### config.mk
export PLATFORM = sky130hd
export DESIGN_NAME = uart_tx
export DESIGN_NICKNAME = d
export VERILOG_FILES = /design/src/rtl/uart_pkg.sv /design/src/rtl/uart_tx_fifo.sv /design/src/rtl/uart_tx.sv
export SDC_FILE = /design/constraint.sdc
export NUM_CORES = 1
export LEC_CHECK = 0
export BUFFER_PORTS_ARGS = -buffer_cell sky130_fd_sc_hd__buf_2
export CAP_MARGIN = 20
export CORE_MARGIN = 5
export CORE_UTILIZATION = 35
export DETAILED_ROUTE_END_ITERATION = 10
export GPL_TIMING_DRIVEN = 0
export PLACE_DENSITY_LB_ADDON = 0.15
export SLEW_MARGIN = 20
export SYNTH_ARGS = -nofsm -noshare
export SYNTH_HDL_FRONTEND = slang
export SYNTH_SLANG_ARGS = --single-unit
export TNS_END_PERCENT = 20
### constraint.sdc
create_clock -name clk -period 2.9 [get_ports clk]
set_input_delay 0.435 -clock clk [delete_from_list [all_inputs] [get_ports clk]]
set_output_delay 0.435 -clock clk [all_outputs]
set_load 0.005 [all_outputs]
### src/rtl/uart_pkg.sv
// rtl/uart_pkg.sv - shared UART types and timing helper
package uart_pkg;

    typedef enum logic [1:0] {
        TX_IDLE,
        TX_START,
        TX_DATA,
        TX_STOP
    } tx_state_t;

    typedef enum logic [1:0] {
        RX_IDLE,
        RX_START,
        RX_DATA,
        RX_STOP
    } rx_state_t;

    function automatic int pulse_width(input int clk_freq, input int baud);
        return clk_freq / baud;
    endfunction

endpackage

### src/rtl/uart_tx_fifo.sv
// rtl/uart_tx_fifo.sv - synchronous FIFO with registered occupancy count
module uart_tx_fifo #(
    parameter int DATA_WIDTH = 8,
    parameter int DEPTH      = 4
) (
    input  logic                  clk_i,
    input  logic                  reset_i,
    input  logic                  push_i,
    input  logic                  pop_i,
    input  logic [DATA_WIDTH-1:0] wdata_i,
    output logic [DATA_WIDTH-1:0] rdata_o,
    output logic                  full_o,
    output logic                  empty_o
);
    localparam int AW   = $clog2(DEPTH);
    localparam int CNTW = AW + 1;

    logic [DATA_WIDTH-1:0] mem_q [DEPTH];
    logic [AW-1:0]         wr_ptr_q;
    logic [AW-1:0]         rd_ptr_q;
    logic [CNTW-1:0]       count_q;
    logic                  do_push;
    logic                  do_pop;

    assign full_o  = (count_q == CNTW'(DEPTH));
    assign empty_o = (count_q == '0);
    assign do_push = push_i && !full_o;
    assign do_pop  = pop_i && !empty_o;
    assign rdata_o = mem_q[rd_ptr_q];

    always_ff @(posedge clk_i) begin
        if (do_push) begin
            mem_q[wr_ptr_q] <= wdata_i;
        end
    end

    // Pointers wrap naturally because DEPTH is a power of two.
    always_ff @(posedge clk_i) begin
        if (reset_i) begin
            wr_ptr_q <= '0;
            rd_ptr_q <= '0;
            count_q  <= '0;
        end else begin
            if (do_push) begin
                wr_ptr_q <= wr_ptr_q + AW'(1);
            end
            if (do_pop) begin
                rd_ptr_q <= rd_ptr_q + AW'(1);
            end
            case ({do_push, do_pop})
                2'b10:   count_q <= count_q + CNTW'(1);
                2'b01:   count_q <= count_q - CNTW'(1);
                default: count_q <= count_q;
            endcase
        end
    end

endmodule

### src/rtl/uart_tx.sv
// rtl/uart_tx.sv - buffered UART transmitter, start/data/stop framing
import uart_pkg::*;

module uart_tx #(
    parameter int DATA_WIDTH = 8,
    parameter int BAUD_RATE  = 115_200,
    parameter int CLK_FREQ   = 50_000_000,
    parameter int STOP_BITS  = 1,
    parameter int FIFO_DEPTH = 4
) (
    input  logic                  clk,
    input  logic                  reset,
    input  logic                  ena,
    input  logic [DATA_WIDTH-1:0] tx_data,
    input  logic                  tx_valid,
    output logic                  tx_ready,
    output logic                  tx_signal,
    output logic                  tx_busy
);
    localparam int PW = pulse_width(CLK_FREQ, BAUD_RATE);
    localparam int CW = $clog2(STOP_BITS * PW) + 1;
    localparam int BW = $clog2(DATA_WIDTH) + 1;
    localparam logic [CW-1:0] BIT_LOAD  = CW'(PW - 1);
    localparam logic [CW-1:0] STOP_LOAD = CW'(STOP_BITS * PW - 1);
    localparam logic [BW-1:0] LAST_BIT  = BW'(DATA_WIDTH - 1);

    tx_state_t             state_q;
    logic [CW-1:0]         clk_cnt_q;
    logic [BW-1:0]         bit_cnt_q;
    logic [DATA_WIDTH-1:0] shift_q;
    logic                  tx_q;

    logic                  fifo_full;
    logic                  fifo_empty;
    logic [DATA_WIDTH-1:0] fifo_rdata;
    logic                  push;
    logic                  pop;
    logic                  cnt_done;

    assign cnt_done  = (clk_cnt_q == '0);
    assign tx_ready  = ena && !fifo_full;
    assign push      = tx_valid && tx_ready;
    // Pop from IDLE, or on the last stop cycle so frames run back-to-back.
    assign pop       = ena && !fifo_empty &&
                       ((state_q == TX_IDLE) || ((state_q == TX_STOP) && cnt_done));
    assign tx_signal = tx_q;
    assign tx_busy   = (state_q != TX_IDLE) || !fifo_empty;

    uart_tx_fifo #(
        .DATA_WIDTH (DATA_WIDTH),
        .DEPTH      (FIFO_DEPTH)
    ) u_fifo (
        .clk_i   (clk),
        .reset_i (reset),
        .push_i  (push),
        .pop_i   (pop),
        .wdata_i (tx_data),
        .rdata_o (fifo_rdata),
        .full_o  (fifo_full),
        .empty_o (fifo_empty)
    );

    always_ff @(posedge clk) begin
        if (reset) begin
            state_q   <= TX_IDLE;
            clk_cnt_q <= '0;
            bit_cnt_q <= '0;
            shift_q   <= '0;
            tx_q      <= 1'b1;
        end else if (ena) begin
            case (state_q)
                TX_IDLE: begin
                    if (pop) begin
                        shift_q   <= fifo_rdata;
                        clk_cnt_q <= BIT_LOAD;
                        state_q   <= TX_START;
                        tx_q      <= 1'b0;
                    end
                end
                TX_START: begin
                    if (cnt_done) begin
                        state_q   <= TX_DATA;
                        clk_cnt_q <= BIT_LOAD;
                        bit_cnt_q <= '0;
                        tx_q      <= shift_q[0];
                    end else begin
                        clk_cnt_q <= clk_cnt_q - CW'(1);
                    end
                end
                TX_DATA: begin
                    if (cnt_done) begin
                        if (bit_cnt_q == LAST_BIT) begin
                            state_q   <= TX_STOP;
                            clk_cnt_q <= STOP_LOAD;
                            tx_q      <= 1'b1;
                        end else begin
                            shift_q   <= shift_q >> 1;
                            bit_cnt_q <= bit_cnt_q + BW'(1);
                            clk_cnt_q <= BIT_LOAD;
                            tx_q      <= shift_q[1];
                        end
                    end else begin
                        clk_cnt_q <= clk_cnt_q - CW'(1);
                    end
                end
                TX_STOP: begin
                    if (cnt_done) begin
                        if (pop) begin
                            shift_q   <= fifo_rdata;
                            clk_cnt_q <= BIT_LOAD;
                            state_q   <= TX_START;
                            tx_q      <= 1'b0;
                        end else begin
                            state_q   <= TX_IDLE;
                            tx_q      <= 1'b1;
                        end
                    end else begin
                        clk_cnt_q <= clk_cnt_q - CW'(1);
                    end
                end
                default: begin
                    state_q <= TX_IDLE;
                    tx_q    <= 1'b1;
                end
            endcase
        end
    end

endmodule

==> metrics.yaml, run 1 <==
synthesis:
  syn_inst: 281
  yosysSeqAreaShare: 0.507
  synth_top_area_cell: "edfxtp_1"
  async_flop_share: 0
  ys_types: 60
  ys_ff_latch: 66
  yosysWarnings: 0
  synthTopCellsByArea: "edfxtp_1, dfxtp_1, mux4_2"
  netlist.area_leader.share: 0.297
  netlist_area_um2: 3240
  ys.flop_type: "dfxtp_1"
  syn-num-nets: 307
  synth_edf_count: 32
  syn_avg_cell_area_um2: 11.5
global_route:
  grt_pass1_wl_mm: 10.7
  grt_remaining_overflow: 0
  antenna_found_initial: 0
  grt_pass1_vias: 2139
  grt_max_degree: 15
  track_usage: 0.119
final_layout:
  stdcell_area_um2: 3700
  fin_util: 0.406
  final_layout_size_suffix_gt1_frac: 0.212
  multiInputGateArea_um2: 1500
  diodes: 0
  area_delta_synth_final_pct: 14.3
  final-seq-area_um2: 1640
  fin_cells: 423
  nFillCells: 877
  final_nets: 333
worst_setup_path:
  path_class: "flop to flop"
  worst_ep_arrival_time_ns: 3.00
  critPathLaunchType: "flop"
  timing.rr.end: "u_fifo.count_q[2]"
  critPathRequiredTime_ns: 3.17
  path_max_fanout: 6
  endpoint: "u_fifo.count_q[2]"
  startpoint: "state_q[0]"
  endpoint_kind: "flop"
  r2r-start: "state_q[0]"
  reg2regPathDepth: 11
  reg2reg_slack_ns: 0.17
sta:
  max_freq_mhz: 366
  relSlewSlack: 0.608
  rsz0062_at_grt: "no"
  finalCritPeriodShare: 0.941
  hold_viol: 0
  hold_ws_ns: 0.308
  clock_skew_ns: 0.0117
  final_max_slew_viol_count: 0
  period_minus_slack_ns: 2.73
  finalSetupViolCount: 0
  tightest_slew_ns: 0.588
clocking:
  clk_pin_slew_worst_paths_ns: 0.08
  clock_latency_ns: 0.34
  cts_root_buf: "clkbuf_8"
  htreeDepth: 3
  cts_tree: "yes"
  cts_buffers: 9
  cts_sinks: 66
  cts_hold_buffers: 0
  clockBufferDepth: 2
place:
  place.gp.congestion: 0.796
  io_buffers: 13
  dp.cells: 405
  postPlaceCellArea_um2: 3440
  hpwl_mm: 4.62
routing:
  drc: 0
  first_pass_iters: 4
  vias: 2201
  via_per_inst: 5.20
  ant_nets: 0
  routedWlPerCell_um: 15.3
  drt_iter0_markers: 67
  drt_wl_total_mm: 6.47
pwr:
  internal_power_mw: 2.06
  p_comb_frac: 0.384
  power_density_nw_per_um2: 893
  peakVddDrop_mv: 0.340
  leakage_nw: 1.36
  total_power_mw: 3.30
  swShare: 0.376
  power_frac_clock: 0.250
  share_seq_of_total_power: 0.366
  p_sw_mw: 1.24
outcome:
  run_status: "complete, no violations"
die:
  initial_core_util: 0.355
  rows: 35
  core_area_um2: 9110
  dieArea_um2: 11300
  chipWidth_um: 106
  ios: 15
  die_h_um: 106
min_path:
  worstHoldPathCells: 1
  worst_hold_path_type: "input port to flop"
run:
  cap_violations: 0
metrics by stage:
step	worst slack (ns)	setup TNS, ns
after floorplan	0.279	0
after global placement	-0.125	-0.125
after detailed placement	-0.112	-0.112
after CTS	0.00202	0
after global routing	0.00571	0
final	0.170	0
area by class of cell:
type                            instances  area share
Multi-Input combinational cell        190       0.405
Buffer                                 10      0.0193
Sequential cell                        66       0.445
Inverter                               15      0.0152
Timing Repair Buffer                   15      0.0217
Tap cell                              111      0.0376
Clock buffer                            9      0.0335
Clock inverter                          7      0.0230
power groups by stage:
| stage | Sequential, mW | Clock [mW] | Combinational (mW) |
|---|---|---|---|
| after floorplan | 1.20 | 0 | 0.970 |
| after global placement | 1.22 | 0 | 1.24 |
| after global routing | 1.23 | 0.886 | 1.41 |
| final | 1.21 | 0.825 | 1.27 |
| after detailed placement | 1.22 | 0 | 1.24 |
| after CTS | 1.20 | 0.847 | 1.25 |
synth_stat cells, types with 6 or more instances:
| master | count |
|---|---|
| nand2_1 | 10 |
| a21oi_1 | 13 |
| mux2i_1 | 9 |
| o21ai_0 | 15 |
| edfxtp_1 | 32 |
| ha_1 | 13 |
| dfxtp_1 | 34 |
| nor2_1 | 30 |
| nand3_1 | 6 |
| a211oi_1 | 7 |
| mux4_2 | 8 |
| inv_1 | 14 |
worst max-delay path, stage by stage (launching register included):
cell and delay, ns:
dfxtp_2 0.40, ha_4 0.19, nor4bb_4 0.35, and3_4 0.24, o21ai_1 0.11, inv_1 0.14
ha_1 0.20, inv_1 0.06, fa_1 0.37, xor2_1 0.16, or3_1 0.30, a21oi_1 0.13
layout by cell type, fill, tap and decap left out, drive strengths merged, types with 2 or more instances in the layout:
cell and count:
and3 5, o211ai 2, a31oi 5, dfxtp 34, o21ai 16, nor4 5
inv 18, edfxtp 32, o31ai 2, o221a 2, and2 2, nor3b 4
or3 6, or2 2, nor2 30, mux2i 9, nand3b 4, clkbuf 15
buf 19, ha 13, nand3 6, a21oi 13, nand2 10, clkinv 3
xor2 2, xnor2 5, a211oi 10, nor3 8, mux4 8, a311oi 2
worst min path at each step:
stage | start | end | slack [ns]
global route | tx_data[3] | u_fifo.mem_q[0][3] | 0.29
CTS | tx_data[2] | u_fifo.mem_q[3][2] | 0.29
global placement | tx_signal | tx_signal | 0.47
floorplan | bit_cnt_q[1] | bit_cnt_q[1] | 0.45
finish | tx_data[2] | u_fifo.mem_q[3][2] | 0.31
detailed placement | tx_signal | tx_signal | 0.45
routing by layer:
layer | track usage | part of all wire | up-vias
met4 | 0.0389 | 0.0090 | 0
met5 | 0 | 0 | -
met3 | 0.0322 | 0.032 | 7
li1 | - | - | 1112
met1 | 0.150 | 0.48 | 1049
met2 | 0.198 | 0.48 | 33
repair_timing:
item,in CTS,in global routing
setup buffers,0,2
pin swaps,0,1
gates resized for setup,3,5
setup endpoints to repair,1,2
kinds of logic (layout without fill, tap and decap cells):
kind of cell	after synthesis	count (layout)	synth area share
simple gates	92	92	0.169
buf+inv	25	56	0.0394
xor+xnor	7	7	0.0189
mux	17	17	0.0835
fa+ha+maj	14	14	0.0565
flops	66	66	0.507
compound gates	60	60	0.125
flip-flops by register name, summed over array words and instances (netlist names), named ones only:
name and flops:
clk_cnt_q 10, shift_q 8, u_fifo.rd_ptr_q 2, u_fifo.count_q 3, u_fifo.mem_q 32, u_fifo.wr_ptr_q 2, bit_cnt_q 4, state_q 2
tx_signal 1
Note: power is estimated with default switching activity, not from simulation.
==> run 2, diff against run 1 <==
--- a/config.mk
+++ b/config.mk
@@ -15,5 +15,6 @@
 export SLEW_MARGIN = 20
 export SYNTH_ARGS = -nofsm -noshare
 export SYNTH_HDL_FRONTEND = slang
+export SYNTH_HIERARCHICAL = 1
 export SYNTH_SLANG_ARGS = --single-unit
 export TNS_END_PERCENT = 20
==> run 2 against run 1 <==
Net effect:
- highest routed layer unchanged
- flip-flop and latch count is the same
- critical endpoint is now u_fifo/count_q[2]
- worst hold slack got worse by 0.0020 ns
- sequential power decreased by 11%
- sequential share of layout area shrank 0.32 points
- die area grew 0.56%
- largest cell class unchanged
- first-iteration DRC count increased by 31%
==> metrics.yaml, run 2 <==
outcome:
  run_status: "complete, no violations"  # unchanged
sta:
  final.setup.tns_ns: 0  # unchanged
  finalCritPeriodShare: 0.902  # was 0.941
  max_freq_mhz: 382  # was 366 MHz
  period_minus_slack_ns: 2.62  # was 2.73 ns
  final_max_slew_viol_count: 0  # unchanged
  relSlewSlack: 0.573  # was 0.608
  hold_viol: 0  # unchanged
  hold_ws_ns: 0.306  # was 0.308 ns
  finalSetupViolCount: 0  # unchanged
  tightest_slew_ns: 0.641  # was 0.588 ns
  rsz0062_at_grt: "no"  # unchanged
  clock_skew_ns: 0.00972  # was 0.0117 ns
worst_setup_path:
  path_max_fanout: 10  # was 6
  endpoint_kind: "flop"  # unchanged
  critPathLaunchType: "flop"  # unchanged
  critPathRequiredTime_ns: 3.18  # was 3.17 ns
  r2r-start: "state_q[1]"  # was state_q[0]
  reg2reg_slack_ns: 0.28  # was 0.17 ns
  path_class: "flop to flop"  # unchanged
  worst_ep_arrival_time_ns: 2.90  # was 3.00 ns
  reg2regPathDepth: 12  # was 11
  timing.rr.end: "u_fifo/count_q[2]"  # was u_fifo.count_q[2]
final_layout:
  layout.cells.most_common_list: "dfxtp_1, edfxtp_1, a21oi_1, nand2_1, nor2_1"  # was dfxtp_1, edfxtp_1, nor2_1
  largest_registers: "u_fifo/mem_q x32, clk_cnt_q x10, shift_q x8"  # was u_fifo.mem_q x32, clk_cnt_q x10, shift_q x8
  stdcell_area_um2: 3720  # was 3700 um^2
  final_layout_size_suffix_gt1_frac: 0.193  # was 0.212
  diodes: 0  # unchanged
  largest_reg_flops: 32  # unchanged
  layout_commonest_cell: "dfxtp_1"
  area_delta_synth_final_pct: 14.3  # about the same
  final_nets: 348  # was 333
  top_register: "u_fifo/mem_q"  # was u_fifo.mem_q
clocking:
  cts_tree: "yes"  # unchanged
  cts_hold_buffers: 0  # unchanged
  cts_buffers: 9  # unchanged
  clk_pin_slew_worst_paths_ns: 0.09  # was 0.08 ns
  clock_latency_ns: 0.35  # was 0.34 ns
  cts_root_buf: "clkbuf_8"  # unchanged
  cts_sinks: 66  # unchanged
  clockBufferDepth: 2  # unchanged
  htreeDepth: 3  # unchanged
global_route:
  grt_pass1_vias: 2259  # was 2139
  grt_remaining_overflow: 0  # unchanged
  antenna_found_initial: 0  # unchanged
  grt_max_degree: 15  # unchanged
  grt_pass1_wl_mm: 11.5  # was 10.7 mm
  track_usage: 0.128  # was 0.119
die:
  ios: 15  # unchanged
  rows: 35  # unchanged
  dieArea_um2: 11300  # about the same
  chipWidth_um: 106  # about the same
  core_area_um2: 9150  # was 9110 um^2
  die_h_um: 106  # about the same
  initial_core_util: 0.356  # was 0.355
place:
  io_buffers: 13  # unchanged
  hpwl_mm: 4.68  # was 4.62 mm
  postPlaceCellArea_um2: 3460  # was 3440 um^2
  place.gp.congestion: 0.774  # was 0.796
routing:
  ant_nets: 0  # unchanged
  first_pass_iters: 4  # unchanged
  routedWlPerCell_um: 15.5  # was 15.3 um
  drc: 0  # unchanged
  via_per_inst: 5.32  # was 5.20
  drt_iter0_markers: 88  # was 67
  drt_wl_total_mm: 6.76  # was 6.47 mm
  vias: 2323  # was 2201
synthesis:
  ys_types: 56  # was 60
  yosysWarnings: 6  # was 0
  synth_edf_count: 32  # unchanged
  syn_inst: 293  # was 281
  netlist_area_um2: 3260  # was 3240 um^2
  ys_ff_latch: 66  # unchanged
  synth.most_common_cell: "dfxtp_1"  # unchanged
  netlist.area_leader.share: 0.295  # was 0.297
  synthTopCellsByArea: "edfxtp_1, dfxtp_1, mux4_2"  # unchanged
  async_flop_share: 0  # unchanged
  syn-num-nets: 320  # was 307
  syn_avg_cell_area_um2: 11.1  # was 11.5 um^2
  synthTopCellsByCount: "dfxtp_1, edfxtp_1, a21oi_1"  # was dfxtp_1, edfxtp_1, nor2_1
  ys.flop_type: "dfxtp_1"  # unchanged
  yosysSeqAreaShare: 0.504  # was 0.507
  synth_top_area_cell: "edfxtp_1"  # unchanged
min_path:
  hold_end: "u_fifo/mem_q[3][5]"  # was u_fifo.mem_q[3][2]
  worst_hold_path_type: "input port to flop"  # unchanged
  worstHoldPathCells: 1  # unchanged
  min_from: "tx_data[5]"  # was tx_data[2]
pwr:
  power_density_nw_per_um2: 658  # was 893 nW/um^2
  peakVddDrop_mv: 0.269  # was 0.340 mV
  leakage_nw: 1.32  # was 1.36 nW
  total_power_mw: 2.45  # was 3.30 mW
run:
  cap_violations: 0  # unchanged
[run 2: cell types whose count changed after synthesis, moves of 4 or more]
| cell | before | now |
|---|---|---|
| a211oi_1 | 7 | 1 |
| a21oi_1 | 13 | 24 |
| a311oi_1 | 2 | 8 |
| and2_1 | 2 | 6 |
| buf_1 | 0 | 4 |
| nand2_1 | 10 | 21 |
| nand3b_1 | 4 | 0 |
| nor2_1 | 30 | 21 |
| xnor2_1 | 5 | 0 |
[run 2: final cells by class]
class / instances / area [um^2]
clock inverters: 7 / 85.1
repair buffers: 19 / 110
inverters: 17 / 63.8
flip-flops and latches: 66 / 1640
fillers: 880 / 5430
well taps: 111 / 139
multi-input cells: 197 / 1510
plain buffers: 11 / 45.0
clock buffers: 9 / 124
[run 2: stage by stage]
stage	utilization	std cells	worst slack [ns]
3_3_place_gp	0.378	417	-0.106
4_1_cts	0.400	432	0.0231
2_1_floorplan	-	293	0.276
3_5_place_dp	0.378	417	-0.105
5_1_grt	0.407	437	0.00931
6_report	0.407	437	0.285
[run 2: layer usage]
metal,global-route usage,wire [um]
met4,0.0402,43
met3,0.0364,249
met2,0.200,3140
met1,0.173,3320
met5,0,0
[run 2: cells by family (layout without fill, tap and decap cells)]
group / count (synthesis) / in the layout / share of synthesized area
mux: 18 / 18 / 0.0861
xor+xnor: 3 / 3 / 0.00807
simple gates: 88 / 88 / 0.153
fa+ha+maj: 15 / 15 / 0.0600
flops: 66 / 66 / 0.504
buf+inv: 30 / 63 / 0.0357
compound gates: 73 / 73 / 0.153
[run 2: worst max path at each step]
stage	slack (ns)	from	end	depth (start not counted)
after floorplan	0.28	state_q[0]	u_fifo/count_q[2]	13
after global placement	-0.11	state_q[0]	u_fifo/count_q[2]	13
after detailed placement	-0.10	state_q[0]	u_fifo/count_q[2]	13
after CTS	0.02	state_q[0]	u_fifo/count_q[2]	12
after global routing	0.009	clk_cnt_q[0]	u_fifo/count_q[2]	12
final	0.28	state_q[1]	u_fifo/count_q[2]	12
[run 2: worst max-delay path, cell delays in order, from the launching register on]
cell	delay (ns)
dfxtp_1	0.43
ha_4	0.23
and3b_1	0.21
nand4_1	0.13
nand2_1	0.19
o31ai_2	0.11
inv_1	0.06
ha_1	0.17
inv_1	0.06
fa_1	0.37
xor2_1	0.16
or3_1	0.30
a21oi_1	0.14
[run 2: repair_timing]
| action | in CTS | in global routing |
|---|---|---|
| pin swaps | 0 | 2 |
| gates cloned | 0 | 0 |
| setup buffers | 0 | 6 |
| resized for setup | 0 | 4 |
| endpoints found under the setup margin | 1 | 1 |
[run 2: where the power goes]
part | switching (mW) | internal (mW)
logic | 0.320 | 0.229
registers | 0.0493 | 1.03
clock network | 0.408 | 0.415
total | 0.778 | 1.67
